[config.mk]
export PLATFORM = sky130hd
export DESIGN_NAME = vend_change_dispenser
export DESIGN_NICKNAME = d
export VERILOG_FILES = /design/src/rtl/vend_change_dispenser_pkg.sv /design/src/rtl/vend_change_dispenser_ack_timer.sv /design/src/rtl/vend_change_dispenser.sv
export SDC_FILE = /design/constraint.sdc
export NUM_CORES = 1
export LEC_CHECK = 0
export CAP_MARGIN = 20
export CORE_ASPECT_RATIO = 1.25
export CORE_MARGIN = 8
export CORE_UTILIZATION = 46
export DETAILED_ROUTE_END_ITERATION = 8
export DONT_BUFFER_PORTS = 1
export SLEW_MARGIN = 10
export SYNTH_ARGS = -nofsm -noshare
export SYNTH_HDL_FRONTEND = slang
export SYNTH_SLANG_ARGS = --single-unit
export TNS_END_PERCENT = 30
[constraint.sdc]
create_clock -name clk -period 2.4 [get_ports clk]
set_input_delay 0.48 -clock clk [delete_from_list [all_inputs] [get_ports clk]]
set_output_delay 0.48 -clock clk [all_outputs]
set_load 0.02 [all_outputs]
[src/rtl/vend_change_dispenser_pkg.sv]
// Shared definitions for the vending machine change dispenser:
// coin values in 0.5-yuan units and the one-hot payout state encoding.
package vend_pkg;

   localparam int unsigned DEF_AMT_W    = 4;
   localparam int unsigned COIN05_UNITS = 1;
   localparam int unsigned COIN10_UNITS = 2;

   typedef enum logic [6:0] {
      S_IDLE = 7'b000_0001,
      S_SEL  = 7'b000_0010,
      S_EJ10 = 7'b000_0100,
      S_EJ05 = 7'b000_1000,
      S_GAP  = 7'b001_0000,
      S_DONE = 7'b010_0000,
      S_ERR  = 7'b100_0000
   } state_t;

endpackage

[src/rtl/vend_change_dispenser_ack_timer.sv]
// Counts cycles an ejector has been waiting for coin_ack and flags the
// cycle in which the ACK_TIMEOUT-th waiting cycle completes.
module vend_ack_timer #(
   parameter int unsigned ACK_TIMEOUT = 15,
   parameter int unsigned TO_W        = 4
) (
   input  logic clk,
   input  logic rst,
   input  logic clear,
   input  logic run,
   output logic expired
);

   logic [TO_W-1:0] cnt;

   // Expiry is raised one count early so the FSM leaves EJ on the edge that
   // ends the ACK_TIMEOUT-th wait cycle, giving exactly ACK_TIMEOUT ejector cycles.
   assign expired = run && (cnt == TO_W'(ACK_TIMEOUT - 1));

   always_ff @(posedge clk or negedge rst) begin
      if (!rst) begin
         cnt <= '0;
      end else if (clear) begin
         cnt <= '0;
      end else if (run && !expired) begin
         cnt <= cnt + TO_W'(1);
      end
   end

endmodule

[src/rtl/vend_change_dispenser.sv]
// Change payout FSM: pays largest coin first through a level/ack hopper
// handshake, falls back to 0.5-yuan coins, and reports done or error.
module vend_change_dispenser
   import vend_pkg::*;
#(
   parameter int unsigned AMT_W       = DEF_AMT_W,
   parameter int unsigned ACK_TIMEOUT = 15,
   parameter int unsigned TO_W        = 4
) (
   input  logic             clk,
   input  logic             rst,
   input  logic             chg_req,
   input  logic [AMT_W-1:0] chg_amt,
   input  logic             hop10_empty,
   input  logic             hop05_empty,
   input  logic             coin_ack,
   output logic             coin10_ej,
   output logic             coin05_ej,
   output logic             busy,
   output logic             done,
   output logic             err,
   output logic [AMT_W-1:0] paid_amt
);

   localparam logic [AMT_W-1:0] C10_U = AMT_W'(COIN10_UNITS);
   localparam logic [AMT_W-1:0] C05_U = AMT_W'(COIN05_UNITS);

   state_t           state_q, state_d;
   logic [AMT_W-1:0] rem_q, rem_d;
   logic [AMT_W-1:0] paid_d;
   logic             err_d;
   logic             in_ej;
   logic             expired;

   assign in_ej = (state_q == S_EJ10) || (state_q == S_EJ05);

   vend_ack_timer #(
      .ACK_TIMEOUT (ACK_TIMEOUT),
      .TO_W        (TO_W)
   ) u_timer (
      .clk     (clk),
      .rst     (rst),
      .clear   (!in_ej),
      .run     (in_ej),
      .expired (expired)
   );

   always_ff @(posedge clk or negedge rst) begin
      if (!rst) begin
         state_q  <= S_IDLE;
         rem_q    <= '0;
         paid_amt <= '0;
         err      <= 1'b0;
      end else begin
         state_q  <= state_d;
         rem_q    <= rem_d;
         paid_amt <= paid_d;
         err      <= err_d;
      end
   end

   always_comb begin
      state_d = state_q;
      rem_d   = rem_q;
      paid_d  = paid_amt;
      err_d   = err;
      unique case (state_q)
         S_IDLE: begin
            if (chg_req) begin
               paid_d = '0;
               err_d  = 1'b0;
               if (chg_amt == '0) begin
                  state_d = S_DONE;
               end else begin
                  rem_d   = chg_amt;
                  state_d = S_SEL;
               end
            end
         end
         S_SEL: begin
            if (rem_q == '0)                           state_d = S_DONE;
            else if (rem_q >= C10_U && !hop10_empty)   state_d = S_EJ10;
            else if (!hop05_empty)                     state_d = S_EJ05;
            else                                       state_d = S_ERR;
         end
         S_EJ10: begin
            if (coin_ack) begin
               rem_d   = rem_q - C10_U;
               paid_d  = paid_amt + C10_U;
               state_d = S_GAP;
            end else if (expired) begin
               state_d = S_ERR;
            end
         end
         S_EJ05: begin
            if (coin_ack) begin
               rem_d   = rem_q - C05_U;
               paid_d  = paid_amt + C05_U;
               state_d = S_GAP;
            end else if (expired) begin
               state_d = S_ERR;
            end
         end
         S_GAP:  state_d = S_SEL;
         S_DONE: state_d = S_IDLE;
         S_ERR: begin
            err_d   = 1'b1;
            state_d = S_IDLE;
         end
         default: state_d = S_IDLE;
      endcase
   end

   // Outputs are a registered decode of the current state, so they trail
   // the state register by one cycle.
   always_ff @(posedge clk or negedge rst) begin
      if (!rst) begin
         coin10_ej <= 1'b0;
         coin05_ej <= 1'b0;
         busy      <= 1'b0;
         done      <= 1'b0;
      end else begin
         coin10_ej <= (state_q == S_EJ10);
         coin05_ej <= (state_q == S_EJ05);
         busy      <= state_q inside {S_SEL, S_EJ10, S_EJ05, S_GAP};
         done      <= (state_q == S_DONE);
      end
   end

endmodule

# Word level (Yosys, flattened, before mapping)

Cells that the tools add are included.

Register bits after elaboration: 24
Output and inout port bits: 9

Add/sub/neg operators: 5
Reductions and logical operators: 16
Equality and inequality tests: 14
Magnitude comparators: 1
Mux-type cells: 21

Operators with widths:

| kind                                                                                 | number |
|---|---|
| 7-bit 2-to-1 mux                                                                     | 6 |
| 4-bit 2-to-1 mux                                                                     | 9 |
| 7-bit case mux with 4 select lines                                                   | 1 |
| 4-bit case mux with 3 select lines                                                   | 2 |
| 2-bit != test (second input constant)                                                | 5 |
| 4-bit by 1-bit adder with 4-bit output (second input constant)                       | 2 |
| 4-bit zero test                                                                      | 2 |
| 7-bit by 1-bit equality test with 1-bit output (second input constant)               | 1 |
| 7-bit by 2-bit equality test with 1-bit output (second input constant)               | 1 |
| 7-bit by 3-bit equality test with 1-bit output (second input constant)               | 1 |
| 7-bit by 4-bit equality test with 1-bit output (second input constant)               | 1 |
| 7-bit by 5-bit equality test with 1-bit output (second input constant)               | 1 |
| 7-bit by 6-bit equality test with 1-bit output (second input constant)               | 1 |
| 7-bit equality test (second input constant)                                          | 1 |
| 6-bit 2-to-1 mux                                                                     | 1 |
| 5-bit AND reduction                                                                  | 1 |
| 4-bit by 2-bit adder with 4-bit output (second input constant)                       | 1 |
| 4-bit equality test (second input constant)                                          | 1 |
| 4-bit by 2-bit greater-or-equal comparator with 1-bit output (second input constant) | 1 |
| 2-bit AND reduction                                                                  | 2 |
| 4-bit AND reduction                                                                  | 1 |
| 4-bit nonzero test                                                                   | 1 |
| 4-bit by 1-bit subtractor with 4-bit output (second input constant)                  | 1 |
| 4-bit by 2-bit subtractor with 4-bit output (second input constant)                  | 1 |
| 9 further kinds                                                                      | 12 |

# Depth between registers and ports, before layout

Gate-level depths: netlist of run 1.

Depth in word-level cells: 7
Mapped depth: 7

# Hierarchy

From an unflattened synthesis of run 1, not the netlist that was laid out.

Cell total of the unflattened synthesis: 176
Area, all modules: 1,571.5 µm²

Modules (own cells, without submodules):

| module                | cells each | area each (µm²) | instances | sequential area each (µm²) |
|---|---|---|---|---|
| vend_change_dispenser | 152        | 1,317.5         | 1         | 501.7 |
| vend_ack_timer        | 24         | 254.0           | 1         | 100.1 |

# Least setup slack after synthesis of run 1

Ideal clock, no wire load.

Path type: flip-flop to flip-flop
From: register state_q[4]
To: register rem_q[0]
Buffers on the path: 1
Setup slack: 112 ps
Data arrival time: 2,165 ps
Library setup time: 123 ps
Period minus slack after synthesis: 2,288 ps
Stages on the path, launching flop included: 7
Cell sequence: dfrtp_1 buf_6 or4_4 or3_4 a211oi_4 a31oi_1 o221a_1

Longest elaborated chain between the ends: 3
Elaborated cells on any way between the ends: 10
Classes of those cells: eq/ne: 7; mux: 1; reduce/logical: 2

RTL lines:

| element                                                                      | RTL line                    | source |
|---|---|---|
| start: declaration                                                           | vend_change_dispenser.sv:28 | `state_t state_q, state_d;` |
| start signal: assignment                                                     | vend_change_dispenser.sv:55 | `state_q <= state_d;` |
| 7-bit by 1-bit equality test with 1-bit output, or another cell as far along | vend_change_dispenser.sv:67 | `unique case (state_q)` |
| 2-bit != test (no source line) or 3-bit nonzero test (tied branches)         | --                          |  |
| 5-bit AND reduction (no source line)                                         | --                          |  |
| end signal: assignment                                                       | vend_change_dispenser.sv:56 | `rem_q <= rem_d;` |
| end: declaration                                                             | vend_change_dispenser.sv:29 | `logic [AMT_W-1:0] rem_q, rem_d;` |

Several ways; a longest one is shown, not always the timed one.
A chain may end at the register's enable or synchronous reset.

# Worst setup path after layout of run 1

From: register state_q[5]
To: register rem_q[0]

Same word-level chain as after synthesis.

==> impl_summary.txt, run 1 <==
----------------------------------------------------
[Clocking]
  Post CTS Setup Buffer Count ... 0
  CTS tree ... done
  Clk sink count ... 24
  H-tree levels ... 1
  Post_cts resized ... 0
  Clock root buffer master ... sky130_fd_sc_hd__clkbuf_8
  Reg clk slew, reported paths ... about 0.080 ns
  Maximum buffer depth of the clock tree ... 2
  Number of buffers inserted during clock tree synthesis ... 3
  Insertion delay to the later sink of the worst-skew pair ... 0.27 ns

[Timing]
  Count of final setup violators ... 0
  Min Tclk post-route ... approximately 2.3 ns
  Worst-case headroom to the max-slew limit ... 0.6453
  Worst Setup Slack, final ... about 0.096 ns
  Final Hold Viols ... 0
  Least-Margin Pin Slew ... 0.5321 ns
  Total Neg Setup Slack ... 0 ns
  Final count of pins violating max slew ... 0
  Final period utilization ... 0.9598
  Setup Skew ... between 0.002 and 0.0025 ns
  Max Clk Rate ... around 430 MHz
  Worst hold-check slack ... between 0.04 and 0.05 ns
  RSZ-0062 raised after global routing ... false

[Floorplanning]
  Initial Util ... 0.4771
  DIE WIDTH ... slightly below 70 µm
  Core region area ... 0.003194 mm²
  Io pins ... 19
  Core Rows ... 23
  Total die area ... between 0.005 and 0.006 mm²
  Vertical die dimension ... 80.35 µm

[Setup path]
  Endpoint of the worst register-to-register path ... rem_q[0]
  Critical path startpoint category ... flip-flop
  R2R setup slack ... about 0.096 ns
  Launch instance of the worst register-to-register path ... state_q[5]
  Worst endpoint data arrival time ... 2.46 ns
  Critical path destination ... rem_q[0]
  Highest fanout seen on the critical path ... 8
  Critical path class ... flip-flop to flip-flop
  Worst path required time ... around 2.6 ns
  Kind of capture point of the worst setup path ... flip-flop
  CP Launch Point ... state_q[5]
  R2r worst-path depth ... 5

[Power]
  P_leak ... ~0.00074 µW
  Pwr Density ... around 1200 mW/mm²
  Worst-case vdd ir drop ... between 600 and 700 µV

[Finish]
  Final Non-Filler Cells ... between 200 and 250
  Area of the multi-input gates ... roughly 850 µm²
  Growth of design area from synthesis to finish ... 10.26%
  Count of fill cells added during filler insertion ... 303
  Share of layout cells above drive strength 1 ... 0.1228
  Number of diodes added for antenna fixing ... 0
  Sequential cell area in the final layout ... approximately 600 µm²
  Total number of nets in the final design ... ~190

[Synth]
  Leading post-synthesis cells by instance count ... sky130_fd_sc_hd__dfrtp_1 (23), sky130_fd_sc_hd__nor2_1 (16), sky130_fd_sc_hd__o21ai_0 (12)
  Ys Warns ... 0
  Cell types with the largest area share after synthesis ... sky130_fd_sc_hd__dfrtp_1 (38%), sky130_fd_sc_hd__ha_1 (7.4%), sky130_fd_sc_hd__o21ai_0 (3.9%)
  Largest family of logic cells by synthesized area ... compound AO/OA/AOI/OAI gates
  Simple-gate area share of the yosys netlist ... 0.2036
  Multiplexer area fraction after synthesis ... 0.02053
  Post-Syn Instances ... 164
  Area share of the largest cell type after synthesis ... 0.3777
  Share of flip-flops with an asynchronous set or reset ... 1.000
  Post-synthesis compound-gate area fraction ... 0.2118
  Leading area contributor after synthesis ... sky130_fd_sc_hd__dfrtp_1
  Net count after synthesis ... approximately 180
  Mapped Avg Cell Area ... roughly 9.3 µm²
  Sequential area share after synthesis ... 0.3949
  Synthesized flop and latch total ... 24
  Count leader, synth ... sky130_fd_sc_hd__dfrtp_1
  Synthesized-area fraction occupied by xor and xnor cells ... 0.04598
  Synthesized-area fraction occupied by adder cells ... 0.07389
  Cell area after synthesis ... between 0.0015 and 0.002 mm²
  Prevailing post-synth register cell ... sky130_fd_sc_hd__dfrtp_1
  Count of distinct cell types in the synthesized netlist ... 46
  Number of enable flip-flop cells after synthesis ... 0

[Placed design]
  Half-perimeter wire length of the detailed placement result ... 2705 µm
  Total instance count after detailed placement ... about 200
  Global placer's final weighted congestion ... just under 0.9
  Placement-stage worst setup slack ... 0.1073 ns
  IO buf count ... 0

[Detailed routing]
  Total iterations of the first detailed-routing run ... 4
  DR DRC count ... 0
  Detailed-route wire length per cell ... approximately 17 µm
  Iteration-0 DRC Markers ... 97
  Total vias in the final route ... around 1300
  Post-route antenna net violation count ... 0
  Routed vias/inst ... between 6 and 7
  Post-Route WL ... between 3000 and 4000 µm

[GRT]
  Global router's overall resource usage ... 0.1371
  Largest net degree at the start of global routing ... 24
  Global-route wire length before repair ... 5761 µm
  Grt ovf ... 0
  Antenna violations before repair ... 0
  Via count of the first global-routing pass ... between 1000 and 1500

[Run]
  Number of max-capacitance violations reported ... 0

[Run status]
  Outcome ... finished, final reports clean

[Worst hold path]
  Worst min path class ... input port to async pin

----------------------------------------------------
## timing repair
action | CTS | global route
endpoints found under the setup margin | 0 | 1
endpoints found under the hold margin | 23 | 0
hold buffers | 1 | 0
## per-layer routing
metal  wire (µm)  GRT usage  vias up  share of wire
met5           0          0        -              0
met1        1401     0.1535      584           0.40
met4          66    0.06499        0          0.019
met2        1843     0.2393       43           0.52
li1            -          -      616              -
met3         224    0.02643        8          0.063
## area by class of cell
| class | instances | area share |
|---|---|---|
| multi-input cells | 122 | 0.5041 |
| repair buffers | 10 | 0.04319 |
| clock buffers | 3 | 0.02457 |
| flip-flops and latches | 24 | 0.3582 |
| inverters | 11 | 0.02457 |
| clock inverters | 1 | 0.01787 |
| well taps | 37 | 0.02755 |
## registers in the layout, summed over array words and instances (netlist names)
register,cells
err,1
state_q,7
u_timer.cnt,4
done,1
coin10_ej,1
busy,1
coin05_ej,1
rem_q,4
paid_amt,4
## cell families (layout without fill, tap and decap cells)
kind of cell	after synthesis	after routing
AO/OA/AOI/OAI	45	45
adder cells (fa/ha/maj)	9	9
flip-flops	24	24
multiplexers	3	3
XOR/XNOR	8	8
AND/OR/NAND/NOR	57	57
buffers and inverters	18	25
## where the power goes
group	switching [µW]	internal, µW	total, µW
sequential	164	506	670
clock	132	223	355
combinational	501	436	936
total	797	1170	1960
## how the worst min path moves through the flow
stage | slack [ns] | from | endpoint | cells after the start
after floorplan | 0.18 | rst | busy | 0
after global placement | 0.19 | rst | state_q[1] | 0
after detailed placement | 0.19 | rst | busy | 0
after CTS | 0.03 | rst | state_q[0] | 0
after global routing | 0.03 | rst | state_q[0] | 0
final | 0.04 | rst | state_q[0] | 0
## per-stage QoR
stage          total power (µW)  instance area, µm²    util
2_1_floorplan              1356                1524       -
3_3_place_gp               1576                1604  0.5022
3_5_place_dp               1609                1604  0.5022
4_1_cts                    1982                1685  0.5276
5_1_grt                    2111                1680  0.5260
6_report                   1962                1680  0.5260
## cells in the final DEF, fill, tap and decap left out, types with 3 or more instances in the layout
| cell | Yosys | routed |
|---|---|---|
| sky130_fd_sc_hd__a21oi_1 | 7 | 7 |
| sky130_fd_sc_hd__a31oi_1 | 5 | 5 |
| sky130_fd_sc_hd__buf_4 | 0 | 9 |
| sky130_fd_sc_hd__clkbuf_8 | 0 | 3 |
| sky130_fd_sc_hd__dfrtp_1 | 23 | 23 |
| sky130_fd_sc_hd__ha_1 | 9 | 9 |
| sky130_fd_sc_hd__inv_1 | 10 | 10 |
| sky130_fd_sc_hd__nand2_1 | 7 | 7 |
| sky130_fd_sc_hd__nand2b_1 | 5 | 5 |
| sky130_fd_sc_hd__nand3_1 | 6 | 6 |
| sky130_fd_sc_hd__nor2_1 | 16 | 16 |
| sky130_fd_sc_hd__nor3_1 | 3 | 3 |
| sky130_fd_sc_hd__nor4_1 | 6 | 6 |
| sky130_fd_sc_hd__o21ai_0 | 12 | 12 |
| sky130_fd_sc_hd__o22ai_1 | 3 | 3 |
| sky130_fd_sc_hd__or3_1 | 3 | 3 |
| sky130_fd_sc_hd__or4_1 | 3 | 3 |
| sky130_fd_sc_hd__xnor2_1 | 4 | 4 |
| sky130_fd_sc_hd__xor2_1 | 4 | 4 |
## critical path: stages (launching register included)
cell                       delay, ns
sky130_fd_sc_hd__dfrtp_1        0.39
sky130_fd_sc_hd__or4_4          0.58
sky130_fd_sc_hd__or3_4          0.41
sky130_fd_sc_hd__a211oi_4       0.42
sky130_fd_sc_hd__a31oi_1        0.15
sky130_fd_sc_hd__o221a_1        0.25
(Power assumes the default switching activity.)
==> run 2, diff against run 1 <==
--- a/config.mk
+++ b/config.mk
@@ -5,12 +5,13 @@
 export SDC_FILE = /design/constraint.sdc
 export NUM_CORES = 1
 export LEC_CHECK = 0
+export BUFFER_PORTS_ARGS = -buffer_cell sky130_fd_sc_hd__buf_2
 export CAP_MARGIN = 20
 export CORE_ASPECT_RATIO = 1.25
 export CORE_MARGIN = 8
 export CORE_UTILIZATION = 46
 export DETAILED_ROUTE_END_ITERATION = 8
-export DONT_BUFFER_PORTS = 1
+export PLACE_DENSITY = 0.68
 export SLEW_MARGIN = 10
 export SYNTH_ARGS = -nofsm -noshare
 export SYNTH_HDL_FRONTEND = slang
==> impl_summary.txt, run 2 (synthesized netlist as in run 1, its figures left out) <==
----------------------------------------------------
[Floorplanning]
  DIE WIDTH ... 67.48 µm (unchanged)
  Vertical die dimension ... 80.35 µm (unchanged)
  Initial Util ... 0.4771 (unchanged)
  Total die area ... 0.005422 mm² (unchanged)
  Core region area ... 0.003194 mm² (unchanged)
  Io pins ... 19 (unchanged)
  Core Rows ... 23 (unchanged)

[Timing]
  Setup Skew ... 0.004554 ns (was 0.002164 ns)
  Final Hold Viols ... 0 (unchanged)
  Final count of pins violating max slew ... 0 (unchanged)
  Final period utilization ... 0.9349 (was 0.9598)
  Least-Margin Pin Slew ... 0.5379 ns (was 0.5321 ns)
  Count of final setup violators ... 0 (unchanged)
  RSZ-0062 raised after global routing ... false (unchanged)
  Min Tclk post-route ... 2.244 ns (was 2.304 ns)
  Max Clk Rate ... 445.7 MHz (was 434.1 MHz)
  Worst-case headroom to the max-slew limit ... 0.6414 (was 0.6453)
  Total Neg Setup Slack ... 0 ns (unchanged)

[Finish]
  Finished Core Util ... 0.5523 (was 0.5260)
  Number of diodes added for antenna fixing ... 0 (unchanged)
  Growth of design area from synthesis to finish ... 15.76% (was 10.26%)
  Share of layout cells above drive strength 1 ... 0.2105 (was 0.1228)
  Most flop-heavy register ... state_q (unchanged)
  Flip-flop count of the largest register after layout ... 7 (unchanged)
  Most frequent standard cell in the layout excluding fill and tap cells ... sky130_fd_sc_hd__dfrtp_1 (unchanged)
  Highest-count cells in the layout ignoring fill and taps ... sky130_fd_sc_hd__dfrtp_1 (23), sky130_fd_sc_hd__buf_2 (18), sky130_fd_sc_hd__nor2_1 (16) (was sky130_fd_sc_hd__dfrtp_1 (23), sky130_fd_sc_hd__nor2_1 (16), sky130_fd_sc_hd__o21ai_0 (12))
  Total number of nets in the final design ... 210 (was 191)

[Setup path]
  Highest fanout seen on the critical path ... 8 (unchanged)
  Critical path startpoint category ... flip-flop (unchanged)
  Max stage delay cell, worst path ... sky130_fd_sc_hd__or4_1 (was sky130_fd_sc_hd__or4_4)
  Worst path required time ... 2.61 ns (was 2.56 ns)
  Crit path cell chain ... buf_4 > or4_1 > or3_1 > clkinv_1 > nor2_1 > a31oi_1 > o221a_1 (was or4_4 > or3_4 > a211oi_4 > a31oi_1 > o221a_1)
  Worst endpoint data arrival time ... 2.45 ns (was 2.46 ns)
  Critical path class ... flip-flop to flip-flop (unchanged)
  CP delay by family, top ... simple AND/OR/NAND/NOR gates (unchanged)
  Kind of capture point of the worst setup path ... flip-flop (unchanged)
  Highest cell delay on the worst timing path ... 0.62 ns (was 0.58 ns)
  Buffering stage count on the worst path with inverters included ... 2 (was 0)

[Detailed routing]
  Total vias in the final route ... 1354 (was 1251)
  DR DRC count ... 0 (unchanged)
  Post-Route WL ... 3733 µm (was 3535 µm)
  Detailed-route wire length per cell ... 16.44 µm (was 17.00 µm)
  Routed vias/inst ... 5.965 (was 6.014)
  Iteration-0 DRC Markers ... 60 (was 97)
  Post-route antenna net violation count ... 0 (unchanged)
  Total iterations of the first detailed-routing run ... 4 (unchanged)

[Clocking]
  Number of buffers inserted during clock tree synthesis ... 3 (unchanged)
  Post CTS Setup Buffer Count ... 0 (unchanged)
  Insertion delay to the later sink of the worst-skew pair ... 0.27 ns (about the same)
  Clock root buffer master ... sky130_fd_sc_hd__clkbuf_8 (unchanged)
  Maximum buffer depth of the clock tree ... 2 (unchanged)
  CTS tree ... done (unchanged)
  Post_cts resized ... 0 (unchanged)
  Reg clk slew, reported paths ... 0.08 ns (about the same)
  Count of hold buffers inserted by post-cts repair ... 0 (was 1)
  Clk sink count ... 24 (unchanged)
  H-tree levels ... 1 (unchanged)

[GRT]
  Largest net degree at the start of global routing ... 25 (was 24)
  Antenna violations before repair ... 0 (unchanged)
  Grt ovf ... 0 (unchanged)
  Global router's overall resource usage ... 0.1493 (was 0.1371)
  Global-route wire length before repair ... 6348 µm (was 5761 µm)
  Via count of the first global-routing pass ... 1404 (was 1263)

[Power]
  Pwr Density ... 1116 mW/mm² (was 1168 mW/mm²)
  P_leak ... 0.0008270 µW (was 0.0007441 µW)
  Worst-case vdd ir drop ... 627.7 µV (was 687.3 µV)

[Placed design]
  IO buf count ... 18 (was 0)
  Global placer's final weighted congestion ... 0.8307 (was 0.8675)
  Half-perimeter wire length of the detailed placement result ... 2834 µm (was 2705 µm)

[Worst hold path]
  Worst min path class ... input port to async pin (unchanged)

[Run status]
  Outcome ... finished, final reports clean (unchanged)

[Run]
  Number of max-capacitance violations reported ... 0 (unchanged)

----------------------------------------------------
==> run 2: metal layers <==
| metal | routed length, µm | global-route usage | vias to the layer above |
|---|---|---|---|
| met2 | 1915 | 0.2555 | 43 |
| met4 | 116 | 0.08176 | 0 |
| met1 | 1529 | 0.1661 | 645 |
| met3 | 172 | 0.03060 | 10 |
| met5 | 0 | 0 | - |
| li1 | - | - | 656 |
==> run 2: path summary, 6_finish.rpt <==
path	from	to	slack, ns	depth (start not counted)
min reg2reg	err	err	0.52	1
max	state_q[5]	rem_q[0]	0.16	7
min	rst	busy	0.18	1
max reg2reg	state_q[5]	rem_q[0]	0.16	7
min in group clk	hop05_empty	state_q[3]	0.43	2
max in group asynchronous	rst	state_q[0]	1.85	1
==> run 2: worst reg2reg max path, stage by stage (launching register included) <==
cell	delay (ns)
sky130_fd_sc_hd__dfrtp_1	0.39
sky130_fd_sc_hd__buf_4	0.16
sky130_fd_sc_hd__or4_1	0.63
sky130_fd_sc_hd__or3_1	0.43
sky130_fd_sc_hd__clkinv_1	0.17
sky130_fd_sc_hd__nor2_1	0.06
sky130_fd_sc_hd__a31oi_1	0.15
sky130_fd_sc_hd__o221a_1	0.20
==> run 2: stage by stage <==
stage / area, µm² / setup slack [ns] / hold WS [ns] / instances / power (µW)
global placement: 1694 / 0.1496 / 0.4812 / 221 / 1603
finish: 1764 / 0.1561 / 0.1784 / 227 / 1968
floorplan: 1524 / 0.1116 / 0.1844 / 164 / 1356
detailed placement: 1694 / 0.07933 / 0.4982 / 221 / 1652
global route: 1764 / 0.02164 / 0.2217 / 227 / 2124
CTS: 1749 / 0.03595 / 0.1964 / 225 / 1937
==> run 2: cell type report <==
class,instances,area (µm²)
Clock buffer,4,55.05
Timing Repair Buffer,29,172.7
Fill cell,280,1430
Sequential cell,24,601.8
Tap cell,37,46.29
Inverter,11,41.29
Multi-Input combinational cell,122,847.1
==> run 2: where the power goes <==
| group | switching (µW) | internal (µW) |
|---|---|---|
| clock network | 130 | 147 |
| logic | 566 | 492 |
| registers | 127 | 506 |
==> run 3, diff against run 2 <==
--- a/config.mk
+++ b/config.mk
@@ -12,6 +12,7 @@
 export CORE_UTILIZATION = 46
 export DETAILED_ROUTE_END_ITERATION = 8
 export PLACE_DENSITY = 0.68
+export RECOVER_POWER = 50
 export SLEW_MARGIN = 10
 export SYNTH_ARGS = -nofsm -noshare
 export SYNTH_HDL_FRONTEND = slang
==> impl_summary.txt, run 3 (synthesized netlist as in run 1, its figures left out) <==
----------------------------------------------------
[Setup path]
  Highest fanout seen on the critical path ... 8 (unchanged)
  Critical path startpoint category ... flip-flop (unchanged)
  CP delay by family, top ... simple AND/OR/NAND/NOR gates (unchanged)
  Crit path cell chain ... buf_4 > or4_1 > or3_1 > clkinv_1 > nor2_1 > a31oi_1 > o221a_1 (unchanged)
  Kind of capture point of the worst setup path ... flip-flop (unchanged)
  Buffering stage count on the worst path with inverters included ... 2 (unchanged)
  Worst endpoint data arrival time ... 2.45 ns (about the same)
  Worst path required time ... 2.61 ns (about the same)
  Critical path class ... flip-flop to flip-flop (unchanged)
  Number of gates on the worst path with buffers counted ... 7 (unchanged)
  R2r worst-path depth ... 7 (unchanged)
  Max stage delay cell, worst path ... sky130_fd_sc_hd__or4_1 (unchanged)
  Highest cell delay on the worst timing path ... 0.63 ns (was 0.62 ns)

[Power]
  Power consumption ... 1965 µW (was 1968 µW)
  P_leak ... 0.0008071 µW (was 0.0008270 µW)
  Worst-case vdd ir drop ... 631.0 µV (was 627.7 µV)
  Pwr Density ... 1118 mW/mm² (was 1116 mW/mm²)

[Finish]
  Number of diodes added for antenna fixing ... 0 (unchanged)
  Total number of nets in the final design ... 210 (unchanged)
  Most flop-heavy register ... state_q (unchanged)
  Final Non-Filler Cells ... 227 (unchanged)
  Highest-count cells in the layout ignoring fill and taps ... sky130_fd_sc_hd__dfrtp_1 (23), sky130_fd_sc_hd__nor2_1 (16), sky130_fd_sc_hd__buf_2 (13) (was sky130_fd_sc_hd__dfrtp_1 (23), sky130_fd_sc_hd__buf_2 (18), sky130_fd_sc_hd__nor2_1 (16))
  Flip-flop count of the largest register after layout ... 7 (unchanged)
  Share of layout cells above drive strength 1 ... 0.1842 (was 0.2105)
  Most frequent standard cell in the layout excluding fill and tap cells ... sky130_fd_sc_hd__dfrtp_1 (unchanged)
  Growth of design area from synthesis to finish ... 15.35% (was 15.76%)

[Worst hold path]
  Count of cells along the worst hold path ... 2
  Worst min path class ... input port to flip-flop (was input port to async pin)

[Detailed routing]
  DR DRC count ... 0 (unchanged)
  Post-Route WL ... 3716 µm (was 3733 µm)
  Detailed-route wire length per cell ... 16.37 µm (was 16.44 µm)
  Total vias in the final route ... 1355 (was 1354)
  Post-route antenna net violation count ... 0 (unchanged)
  Total iterations of the first detailed-routing run ... 4 (unchanged)
  Iteration-0 DRC Markers ... 76 (was 60)
  Routed vias/inst ... 5.969 (was 5.965)

[Clocking]
  Count of hold buffers inserted by post-cts repair ... 0 (unchanged)
  Clk sink count ... 24 (unchanged)
  Number of buffers inserted during clock tree synthesis ... 3 (unchanged)
  Insertion delay to the later sink of the worst-skew pair ... 0.27 ns (about the same)
  Post_cts resized ... 0 (unchanged)
  Post CTS Setup Buffer Count ... 0 (unchanged)
  Clock root buffer master ... sky130_fd_sc_hd__clkbuf_8 (unchanged)
  Maximum buffer depth of the clock tree ... 2 (unchanged)
  CTS tree ... done (unchanged)
  Reg clk slew, reported paths ... 0.08 ns (about the same)
  H-tree levels ... 1 (unchanged)

[GRT]
  Grt ovf ... 0 (unchanged)
  Via count of the first global-routing pass ... 1404 (unchanged)
  Antenna violations before repair ... 0 (unchanged)
  Global-route wire length before repair ... 6348 µm (unchanged)
  Largest net degree at the start of global routing ... 25 (unchanged)
  Global router's overall resource usage ... 0.1493 (unchanged)

[Timing]
  Count of final setup violators ... 0 (unchanged)
  Least-Margin Pin Slew ... 1.277 ns (was 0.5379 ns)
  Final count of pins violating max slew ... 0 (unchanged)
  Worst-case headroom to the max-slew limit ... 0.1489 (was 0.6414)
  Setup Skew ... 0.003909 ns (was 0.004554 ns)
  RSZ-0062 raised after global routing ... false (unchanged)
  Final Hold Viols ... 0 (unchanged)
  Worst Setup Slack, final ... 0.1532 ns (was 0.1561 ns)
  Max Clk Rate ... 445.1 MHz (was 445.7 MHz)
  Total Neg Setup Slack ... 0 ns (unchanged)
  Min Tclk post-route ... 2.247 ns (was 2.244 ns)
  Final period utilization ... 0.9362 (was 0.9349)

[Placed design]
  Global placer's final weighted congestion ... 0.8307 (unchanged)
  Total instance count after detailed placement ... 221 (unchanged)
  Half-perimeter wire length of the detailed placement result ... 2834 µm (unchanged)
  IO buf count ... 18 (unchanged)
  Placement-stage worst setup slack ... 0.07933 ns (unchanged)

[Floorplanning]
  Initial Util ... 0.4771 (unchanged)
  Vertical die dimension ... 80.35 µm (unchanged)
  Io pins ... 19 (unchanged)
  DIE WIDTH ... 67.48 µm (unchanged)
  Core Rows ... 23 (unchanged)
  Total die area ... 0.005422 mm² (unchanged)
  Core region area ... 0.003194 mm² (unchanged)

[Run]
  Number of max-capacitance violations reported ... 0 (unchanged)

[Run status]
  Outcome ... finished, final reports clean (unchanged)

----------------------------------------------------
run 3: worst paths after layout:
path | start | endpoint | slack [ns]
worst max-delay path | state_q[5] | rem_q[0] | 0.15
worst min-delay path | hop05_empty | state_q[3] | 0.43
worst max register to register | state_q[5] | rem_q[0] | 0.15
worst min register to register | err | err | 0.52
max in group asynchronous | rst | paid_amt[1] | 1.18
min in group asynchronous | rst | busy | 0.46
run 3: per-stage QoR:
stage               hold slack [ns]  utilization  instance area [µm²]
floorplan                    0.1844            -                 1524
CTS                          0.1964       0.5476                 1749
global route                 0.4266       0.5503                 1758
finish                       0.4295       0.5503                 1758
global placement             0.4812       0.5304                 1694
detailed placement           0.4982       0.5304                 1694
run 3: cell type report:
cell class	instances	area, µm²
Multi-Input combinational cell	122	847.1
Clock buffer	4	55.05
Inverter	11	41.29
Sequential cell	24	601.8
Fill cell	282	1436
Tap cell	37	46.29
Timing Repair Buffer	29	166.4
run 3: where the power goes:
group	leakage [µW]	internal, µW	total, µW	switching, µW
combinational	0.000459	489	1050	566
sequential	0.000320	506	635	129
clock	0.0000288	147	276	129
total	0.000807	1140	1960	823
run 3: per-layer routing:
metal	wire length (µm)	GRT usage
met1	1524	0.1661
met2	1904	0.2555
met3	170	0.03060
met4	116	0.08176
met5	0	0
run 3: worst reg2reg max path, cell delays in order, from the launching register on:
cell and delay, ns:
sky130_fd_sc_hd__dfrtp_1 0.39, sky130_fd_sc_hd__buf_4 0.16, sky130_fd_sc_hd__or4_1 0.63, sky130_fd_sc_hd__or3_1 0.43
sky130_fd_sc_hd__clkinv_1 0.18, sky130_fd_sc_hd__nor2_1 0.06, sky130_fd_sc_hd__a31oi_1 0.15, sky130_fd_sc_hd__o221a_1 0.20
